[config.mk]
export PLATFORM = sky130hd
export DESIGN_NAME = rot_enc_decoder
export DESIGN_NICKNAME = d
export VERILOG_FILES = /design/src/rtl/rot_enc_decoder.sv
export SDC_FILE = /design/constraint.sdc
export NUM_CORES = 1
export LEC_CHECK = 0
export ABC_AREA = 1
export CAP_MARGIN = 30
export CORE_ASPECT_RATIO = 1.5
export CORE_MARGIN = 2
export CORE_UTILIZATION = 50
export DETAILED_ROUTE_END_ITERATION = 6
export PLACE_DENSITY = 0.68
export SLEW_MARGIN = 20
export SYNTH_ARGS = -nofsm -noshare
export SYNTH_HDL_FRONTEND = slang
export SYNTH_SLANG_ARGS = --single-unit
export TNS_END_PERCENT = 10
[constraint.sdc]
create_clock -name clk -period 5 [get_ports clk]
set_input_delay 0.75 -clock clk [delete_from_list [all_inputs] [get_ports clk]]
set_output_delay 0.75 -clock clk [all_outputs]
set_load 0.05 [all_outputs]
[src/rtl/rot_enc_decoder.sv]
// Rotary-encoder input conditioning: 2-flop sync + debounce on A/B/PB, full-detent
// quadrature decode into step pulses, wrapping position count, short/long press events.
module rot_enc_decoder #(
    parameter int unsigned DEBOUNCE_CYCLES   = 20,
    parameter int unsigned LONG_PRESS_CYCLES = 10000,
    parameter int unsigned POS_WIDTH         = 8,
    parameter logic        PB_ACTIVE_LOW     = 1'b0
) (
    input  logic                 clk,
    input  logic                 rst_n,
    input  logic                 enc_a,
    input  logic                 enc_b,
    input  logic                 enc_pb,
    input  logic                 pos_clr,
    output logic                 step_cw,
    output logic                 step_ccw,
    output logic [POS_WIDTH-1:0] position,
    output logic                 pb_level,
    output logic                 pb_press,
    output logic                 pb_long
);

    localparam logic [7:0]  DB_LAST   = 8'(DEBOUNCE_CYCLES - 1);
    localparam logic [15:0] LONG_MAX  = 16'(LONG_PRESS_CYCLES);
    localparam logic [15:0] LONG_LAST = 16'(LONG_PRESS_CYCLES - 1);
    // Bit order everywhere: [2]=A, [1]=B, [0]=PB. Sync flops hold raw pin levels.
    localparam logic [2:0]  SYNC_RST  = {2'b11, PB_ACTIVE_LOW};
    localparam logic [2:0]  DEB_RST   = 3'b110;
    localparam logic [POS_WIDTH-1:0] POS_ONE = {{(POS_WIDTH-1){1'b0}}, 1'b1};

    logic [2:0] sync1;
    logic [2:0] sync2;
    logic [2:0] synced;
    logic [2:0] deb;
    logic [7:0] db_cnt [3];

    logic [1:0] ab;
    logic [1:0] ab_prev;
    logic [3:0] acc;
    logic [1:0] delta;
    logic [4:0] acc_sum;
    logic [3:0] acc_next;
    logic       into_rest;
    logic       cw_d;
    logic       ccw_d;

    logic        pb_prev;
    logic [15:0] hold_cnt;

    assign synced = {sync2[2:1], sync2[0] ^ PB_ACTIVE_LOW};

    always_ff @(posedge clk or negedge rst_n) begin
        if (!rst_n) begin
            sync1 <= SYNC_RST;
            sync2 <= SYNC_RST;
        end else begin
            sync1 <= {enc_a, enc_b, enc_pb};
            sync2 <= sync1;
        end
    end

    // Counter runs only while synced disagrees with debounced; any agreement restarts it.
    always_ff @(posedge clk or negedge rst_n) begin
        if (!rst_n) begin
            deb <= DEB_RST;
            for (int i = 0; i < 3; i++) db_cnt[i] <= 8'd0;
        end else begin
            for (int i = 0; i < 3; i++) begin
                if (synced[i] == deb[i]) begin
                    db_cnt[i] <= 8'd0;
                end else if (db_cnt[i] == DB_LAST) begin
                    deb[i]    <= synced[i];
                    db_cnt[i] <= 8'd0;
                end else begin
                    db_cnt[i] <= db_cnt[i] + 8'd1;
                end
            end
        end
    end

    assign ab = deb[2:1];

    // delta is a 2-bit signed step: 01 = +1 (CW), 11 = -1 (CCW), 00 = none/illegal.
    always_comb begin
        delta = 2'b00;
        case ({ab_prev, ab})
            4'b11_01, 4'b01_00, 4'b00_10, 4'b10_11: delta = 2'b01;
            4'b11_10, 4'b10_00, 4'b00_01, 4'b01_11: delta = 2'b11;
            default:                                 delta = 2'b00;
        endcase
    end

    always_comb begin
        acc_sum  = {acc[3], acc} + {{3{delta[1]}}, delta};
        acc_next = acc_sum[3:0];
        if ($signed(acc_sum) > 5'sd7) begin
            acc_next = 4'b0111;
        end else if ($signed(acc_sum) < -5'sd7) begin
            acc_next = 4'b1001;
        end
        into_rest = (ab == 2'b11) && (ab_prev != 2'b11);
        cw_d      = into_rest && (acc_next == 4'b0100);
        ccw_d     = into_rest && (acc_next == 4'b1100);
    end

    always_ff @(posedge clk or negedge rst_n) begin
        if (!rst_n) begin
            ab_prev  <= 2'b11;
            acc      <= 4'd0;
            step_cw  <= 1'b0;
            step_ccw <= 1'b0;
            position <= '0;
        end else begin
            ab_prev  <= ab;
            acc      <= into_rest ? 4'd0 : acc_next;
            step_cw  <= cw_d;
            step_ccw <= ccw_d;
            // Position moves on the same edge the step pulse rises; clear wins.
            if (pos_clr) begin
                position <= '0;
            end else if (cw_d) begin
                position <= position + POS_ONE;
            end else if (ccw_d) begin
                position <= position - POS_ONE;
            end
        end
    end

    assign pb_level = deb[0];

    always_ff @(posedge clk or negedge rst_n) begin
        if (!rst_n) begin
            pb_prev  <= 1'b0;
            pb_press <= 1'b0;
            pb_long  <= 1'b0;
            hold_cnt <= 16'd0;
        end else begin
            pb_prev  <= deb[0];
            pb_press <= deb[0] && !pb_prev;
            pb_long  <= deb[0] && (hold_cnt == LONG_LAST);
            if (!deb[0]) begin
                hold_cnt <= 16'd0;
            end else if (hold_cnt != LONG_MAX) begin
                hold_cnt <= hold_cnt + 16'd1;
            end
        end
    end

endmodule

==> summary.txt, run 1 <==
Yosys
  • Area leader, netlist: dfrtp_1
  • Synth top cells by count: inv_1 (66), dfrtp_1 (60), nand2_1 (57)
  • Mapped cell area: 3550 µm²
  • Post-synthesis cell type count: 33
  • Yosys warnings: 0
  • Post-synth EDFFs: 0
  • Synthesized flop and latch total: between 60 and 70
  • Synth area leaders: dfrtp_1 (42%), inv_1 (7.0%), ha_1 (6.7%)
  • Main synth FF type: dfrtp_1
  • Post-Syn Instances: around 410
  • Ys async rst share: 100%
  • Syn_nets: 434
  • Yosys top cell area share: between 40% and 50%
  • Mean post-synth cell area: around 8.7 µm²
  • Count leader, synth: inv_1
  • Share of synthesized area occupied by flip-flops and latches: 48.2%

Timing
  • RSZ-0062 raised after global routing: false
  • Final hold slack: 0.350 ns
  • Setup TNS: 0 ns
  • Least-Margin Pin Slew: 0.717 ns
  • Max-slew violations: 0
  • Final hold violation count: 0
  • PnR worst setup slack: 0.827 ns
  • Relative max-transition margin: about 52%
  • Minimum clock period: 4.17 ns
  • Period utilisation layout: 83.5%
  • # setup viols final: 0
  • Clock Skew: 0.00986 ns
  • F_max: 240 MHz

Routing
  • Pre-Repair DR Iteration Count: 4
  • Vias/cell: 5.18
  • Drt drc: 0
  • ANT nets after route: 0
  • Drt wl/cell: 12.1 µm
  • DRT iter0 DRCs: just over 80
  • Post-Route WL: between 6000 and 7000 µm
  • Vias after detailed routing: 2,683

Layout
  • Ant. Diodes: 0
  • Synth-to-layout area growth: 13.4%
  • Final core occ: 58.8%
  • Nets: 462
  • Layout cells sized above 1: 10.7%

Power
  • Total leakage power: 1.87 nW
  • Final Total Pwr: 0.00109 W
  • Maximum VDD drop: about 0.20 mV
  • Power Dens Cells: around 270 nW/µm²

Floorplanning
  • Die Wd: approximately 73 µm
  • Rows: 37
  • Die area: ~8000 µm²
  • Starting density of the core: 51.8%
  • Die H: 107 µm
  • I/O pin total: 19
  • CORE AREA: approximately 7000 µm²

GRT
  • All-Layer GR Usage: 18.8%
  • Antenna violations before repair: 0
  • Pin count of the biggest net entering global routing: 37
  • Vias in the first global route: approximately 2,800
  • Wire length of the first global-routing pass: 11,400 µm
  • Grt total ovfl: 0

Setup path
  • Worst endpoint required time: 5.24 ns
  • Worst Path Max Fanout: 9
  • CP Capture Type: flip-flop
  • Critical Path AT: about 4.4 ns
  • R2R Path Start: deb[1]
  • Worst setup path class: flip-flop to flip-flop
  • Worst R2R Setup Slack: 0.83 ns
  • Worst path cell trace: inv_1 > ha_1 > xnor2_1 > xor2_1 > inv_1 > ha_1 > fa_1 > nor2_1 > nand2_1 > nand3_2 > nand2_4 > nand4_2 > inv_2 > nand2_2 > ha_1 > a21oi_1 > o21ai_0 > nand2_1 > nand2_1 > a21oi_1 > xor2_1 > o21ai_1
  • R2R depth: 22
  • Worst setup SP type: flip-flop
  • Largest stage delay on the critical path: approximately 0.58 ns
  • Buf+Inv Stages, Crit Path: 3
  • CP delay by family, top: adder cells
  • RR Endpoint: position[6]
  • Slowest-stage cell, CP: dfstp_2

CTS
  • Total CTS buffers: 9
  • CTS Hold Bufs: 0
  • Worst-path clk slew: around 0.08 ns
  • CTS H-Tree Depth: 3
  • Number of post-CTS setup repair buffers: 0
  • Clock sink count: 68
  • CTS root buf: clkbuf_8
  • Clk buf depth: 2
  • CTS resizes: 0
  • Clk Latency, worst-skew pair: 0.35 ns
  • CTS tree: done

Place
  • Gp weighted congestion: 0.910
  • Port-buffer cells: 18
  • DP HPWL: 4590 µm
  • Pre-CTS WS: 0.843 ns

Hold path
  • WHS Endpoint: sync2[1]
  • Worst hold stages: 0
  • Hold Crit Class: flip-flop to flip-flop
  • Hold_sp: sync1[1]

Status
  • Outcome: completed

Run
  • Total of max-cap violations: 0
## cells in the final DEF (no fill, tap or decap), types with 6 or more instances in the layout
cell             Yosys  routed
inv_1               66      66
dfrtp_1             60      60
nand2_1             57      57
nor2_1              42      42
a21oi_1             30      30
nand3_1             26      26
ha_1                19      19
nor3_1              18      18
clkdlybuf4s50_1      0      17
o21ai_0             16      16
clkbuf_8             0      11
xor2_1               8       8
dfstp_2              8       8
xnor2_1              7       7
o21ai_1              7       7
nand4_1              6       6
## sequential cells by signal, indices dropped and copies added (netlist names)
signal	count
db_cnt	24
hold_cnt	16
position	8
acc	4
deb	3
sync1	3
sync2	3
ab_prev	2
pb_long	1
pb_press	1
pb_prev	1
step_ccw	1
step_cw	1
## through the flow
| stage | std cells | instance area [µm²] |
|---|---|---|
| floorplan | 407 | 3550 |
| CTS | 518 | 4030 |
| finish | 518 | 4030 |
| global placement | 502 | 3820 |
| global route | 518 | 4030 |
| detailed placement | 502 | 3820 |
## power breakdown
group	total (W)	switching, W	internal, W
sequential	0.000570	0.00000732	0.000563
clock	0.000464	0.000208	0.000256
combinational	0.0000549	0.0000361	0.0000188
## cell families after synthesis
family	share of synthesized area, %
xor gates and xnor gates	3.70
AOI/OAI and AO/OA	8.45
DFF	48.2
and+or+nand+nor	24.1
buffers and inverters	7.71
adders and majority gates	7.82
## worst max path at each step
stage	slack, ns	cells past startpoint	endpoint	start
after CTS	0.83	23	position[6]	deb[1]
after detailed placement	0.84	23	position[6]	deb[1]
after global placement	0.94	22	position[6]	deb[1]
after global routing	0.48	22	position[6]	deb[1]
after floorplan	1.16	22	position[6]	deb[1]
final	0.83	22	position[6]	deb[1]
## area by class of cell
class,instances,area [µm²]
multi-input cells,266,1570
flip-flops and latches,68,1710
inverters,71,267
repair buffers,19,183
fillers,623,2820
clock inverters,4,47.5
well taps,78,97.6
clock buffers,12,155
## metal layers
metal	vias to the layer above	GRT usage, %	share of wire (%)
met5	-	0	0
met4	0	10.1	2.6
met3	12	4.70	2.5
met2	28	32.5	52
met1	1271	20.6	43
li1	1372	-	-
(Power assumes the default switching activity.)
==> run 2: changes to the inputs <==
Settings changed: PLACE_DENSITY 0.68 to 0.71.
Clock period 5 ns to 3.5 ns, I/O delays scaled along.
==> run 2 against run 1 <==
First-iteration DRC count increased by 30%. Utilization rose by 6.2 points. Sequential share of layout area fell by 4.1 points. Critical endpoint unchanged. The run now ends with setup timing left. Design area up 11%.
==> summary.txt, run 2 (synthesis results as in run 1) <==
Status
  • Outcome: finished, violations left
  • Failing checks: setup timing

Routing
  • DRT iter0 DRCs: 105
  • Pre-Repair DR Iteration Count: 6
  • Post-Route WL: 6910 µm
  • ANT nets after route: 0
  • Drt wl/cell: 12.6 µm
  • Drt drc: 0
  • Vias/cell: 5.25
  • Vias after detailed routing: around 2,900

GRT
  • Vias in the first global route: 2,967
  • Pin count of the biggest net entering global routing: between 60 and 70
  • Wire length of the first global-routing pass: 12,300 µm
  • All-Layer GR Usage: 20.1%
  • Antenna violations before repair: 0
  • Grt total ovfl: 0

Setup path
  • CP Capture Point: position[6]
  • Worst Path Max Fanout: 8
  • Critical Path AT: 3.91 ns
  • Setup crit start: deb[2]
  • RR Endpoint: position[6]
  • CP Capture Type: flip-flop
  • Worst R2R Setup Slack: -0.13 ns
  • R2R depth: 22
  • R2R Path Start: deb[2]
  • Worst setup path class: flip-flop to flip-flop
  • Worst setup SP type: flip-flop
  • Worst endpoint required time: between 3 and 4 ns

Run
  • Total of max-cap violations: 0

Place
  • DP HPWL: 4940 µm
  • Port-buffer cells: 18
  • Placed Area: a little over 4000 µm²
  • Gp weighted congestion: 0.857
  • Placed Instances: 530

Timing
  • # setup viols final: 5
  • Least-Margin Pin Slew: 0.841 ns
  • Max-slew violations: 0
  • Setup TNS: -0.413 ns
  • RSZ-0062 raised after global routing: true
  • Final hold violation count: 0
  • Minimum clock period: around 3.6 ns
  • Clock Skew: roughly 0.014 ns
  • Period utilisation layout: 104%
  • Relative max-transition margin: 43.9%
  • PnR worst setup slack: -0.125 ns
  • F_max: 276 MHz

CTS
  • Clock sink count: 68
  • CTS Hold Bufs: 0
  • Clk Latency, worst-skew pair: 0.35 ns
  • Total CTS buffers: 9
  • Clk buf depth: 2
  • CTS root buf: clkbuf_8
  • CTS H-Tree Depth: 3
  • CTS tree: done
  • Worst-path clk slew: 0.07 ns

Layout
  • Biggest regs: db_cnt (24), hold_cnt (16), position (8)
  • Final core occ: 65.0%
  • Ant. Diodes: 0
  • Largest register by flop count: db_cnt
  • Commonest cells after routing, fill and taps aside: inv_1 (64), dfrtp_1 (60), nand2_1 (56), nor2_1 (40), buf_4 (33)
  • Layout cells sized above 1: ~22%
  • Fillers: 546
  • Synth-to-layout area growth: 25.4%
  • Non-Filler Instances: 549
  • Nets: between 400 and 500
  • Max FFs per register: 24
  • Commonest non-fill, non-tap cell in the layout: inv_1
  • Design Area, Final: 4460 µm²

Power
  • Pint: 0.00123 W
  • Total leakage power: between 2 and 2.5 nW
  • Part of the power in registers: between 50% and 60%
  • Switching portion of total power: 22.5%
  • Maximum VDD drop: 0.315 mV
  • Comb pwr share: 6.7%
  • Clk network pwr share: between 40% and 50%
  • Power Dens Cells: 357 nW/µm²
  • Sw power: 0.000358 W

Floorplanning
  • Starting density of the core: 51.8%
  • Die Wd: 72.8 µm
  • CORE AREA: 6850 µm²
  • Rows: 37
  • Die H: between 100 and 150 µm
  • Die area: 7810 µm²
  • I/O pin total: 19

Hold path
  • Hold Crit Class: flip-flop to flip-flop
[run 2: cell count changes in the layout (fill, tap and decap cells not counted), moves of 3 or more]
cell,before,now
xnor2_1,7,4
xnor2_2,0,3
ha_4,0,7
buf_4,1,33
ha_1,19,12
a21oi_1,30,24
a21oi_2,0,6
[run 2: worst min path at each step]
| stage | startpoint | to | slack [ns] | depth (start not counted) |
|---|---|---|---|---|
| floorplan | rst_n | acc[0] | 0.23 | 0 |
| global placement | sync1[0] | sync2[0] | 0.34 | 0 |
| detailed placement | sync1[0] | sync2[0] | 0.34 | 0 |
| CTS | sync1[0] | sync2[0] | 0.36 | 0 |
| global route | sync1[0] | sync2[0] | 0.36 | 0 |
| finish | sync1[0] | sync2[0] | 0.35 | 0 |
[run 2: routing by layer]
layer	part of all wire, %	up-vias	wire [µm]	track usage (%)
met5	0	-	0	0
met4	2.7	0	184	11.9
met3	2.3	13	161	2.73
met2	52	41	3610	34.5
met1	43	1397	2950	23.3
li1	-	1432	-	-
[run 2: per-stage QoR]
step	hold WS (ns)	setup WS, ns	power [W]
CTS	0.355	-0.173	0.00161
detailed placement	0.340	-0.218	0.000928
floorplan	0.229	-0.150	0.000881
finish	0.353	-0.125	0.00159
global placement	0.338	-0.100	0.000924
global route	0.358	-0.371	0.00165
[run 2: worst max-delay path, cell delays in order (launching register included)]
cell	delay [ns]
dfstp_2	0.54
inv_2	0.05
ha_4	0.26
xnor2_2	0.10
xor2_1	0.16
inv_1	0.09
ha_4	0.16
fa_2	0.55
nor2_2	0.04
nand2_1	0.06
nand3_2	0.08
nand2_4	0.11
nand3_4	0.08
nor2_4	0.19
nand2_8	0.11
ha_4	0.31
nand2_1	0.06
o21ai_2	0.15
nand2_1	0.06
nand2_1	0.07
a21oi_2	0.06
xor2_1	0.13
o21ai_1	0.12
[run 2: power groups by stage]
stage	Sequential [W]	Clock, W	Combinational, W
4_1_cts	0.000816	0.000688	0.000103
2_1_floorplan	0.000828	0	0.0000530
3_3_place_gp	0.000830	0	0.0000946
5_1_grt	0.000818	0.000715	0.000122
3_5_place_dp	0.000830	0	0.0000973
6_report	0.000817	0.000668	0.000107
[run 2: layout make-up]
type,count,area (µm²),share of cell area [%]
clock buffers,14,173,3.88
inverters,71,267,5.98
repair buffers,51,423,9.49
well taps,78,97.6,2.19
clock inverters,1,30.0,0.674
flip-flops and latches,68,1710,38.4
multi-input cells,266,1750,39.4
[run 2: repair_timing]
item	CTS	global route
endpoints found under the setup margin	5	7
resized for setup	10	6
pin swaps	21	11
gates cloned	0	0
buffers inserted	4	0
==> run 3: changes to the inputs <==
Settings changed: TNS_END_PERCENT 10 to 5.
==> results of run 3 <==
No change in the layout: final DEF, timing and power equal those of run 2.
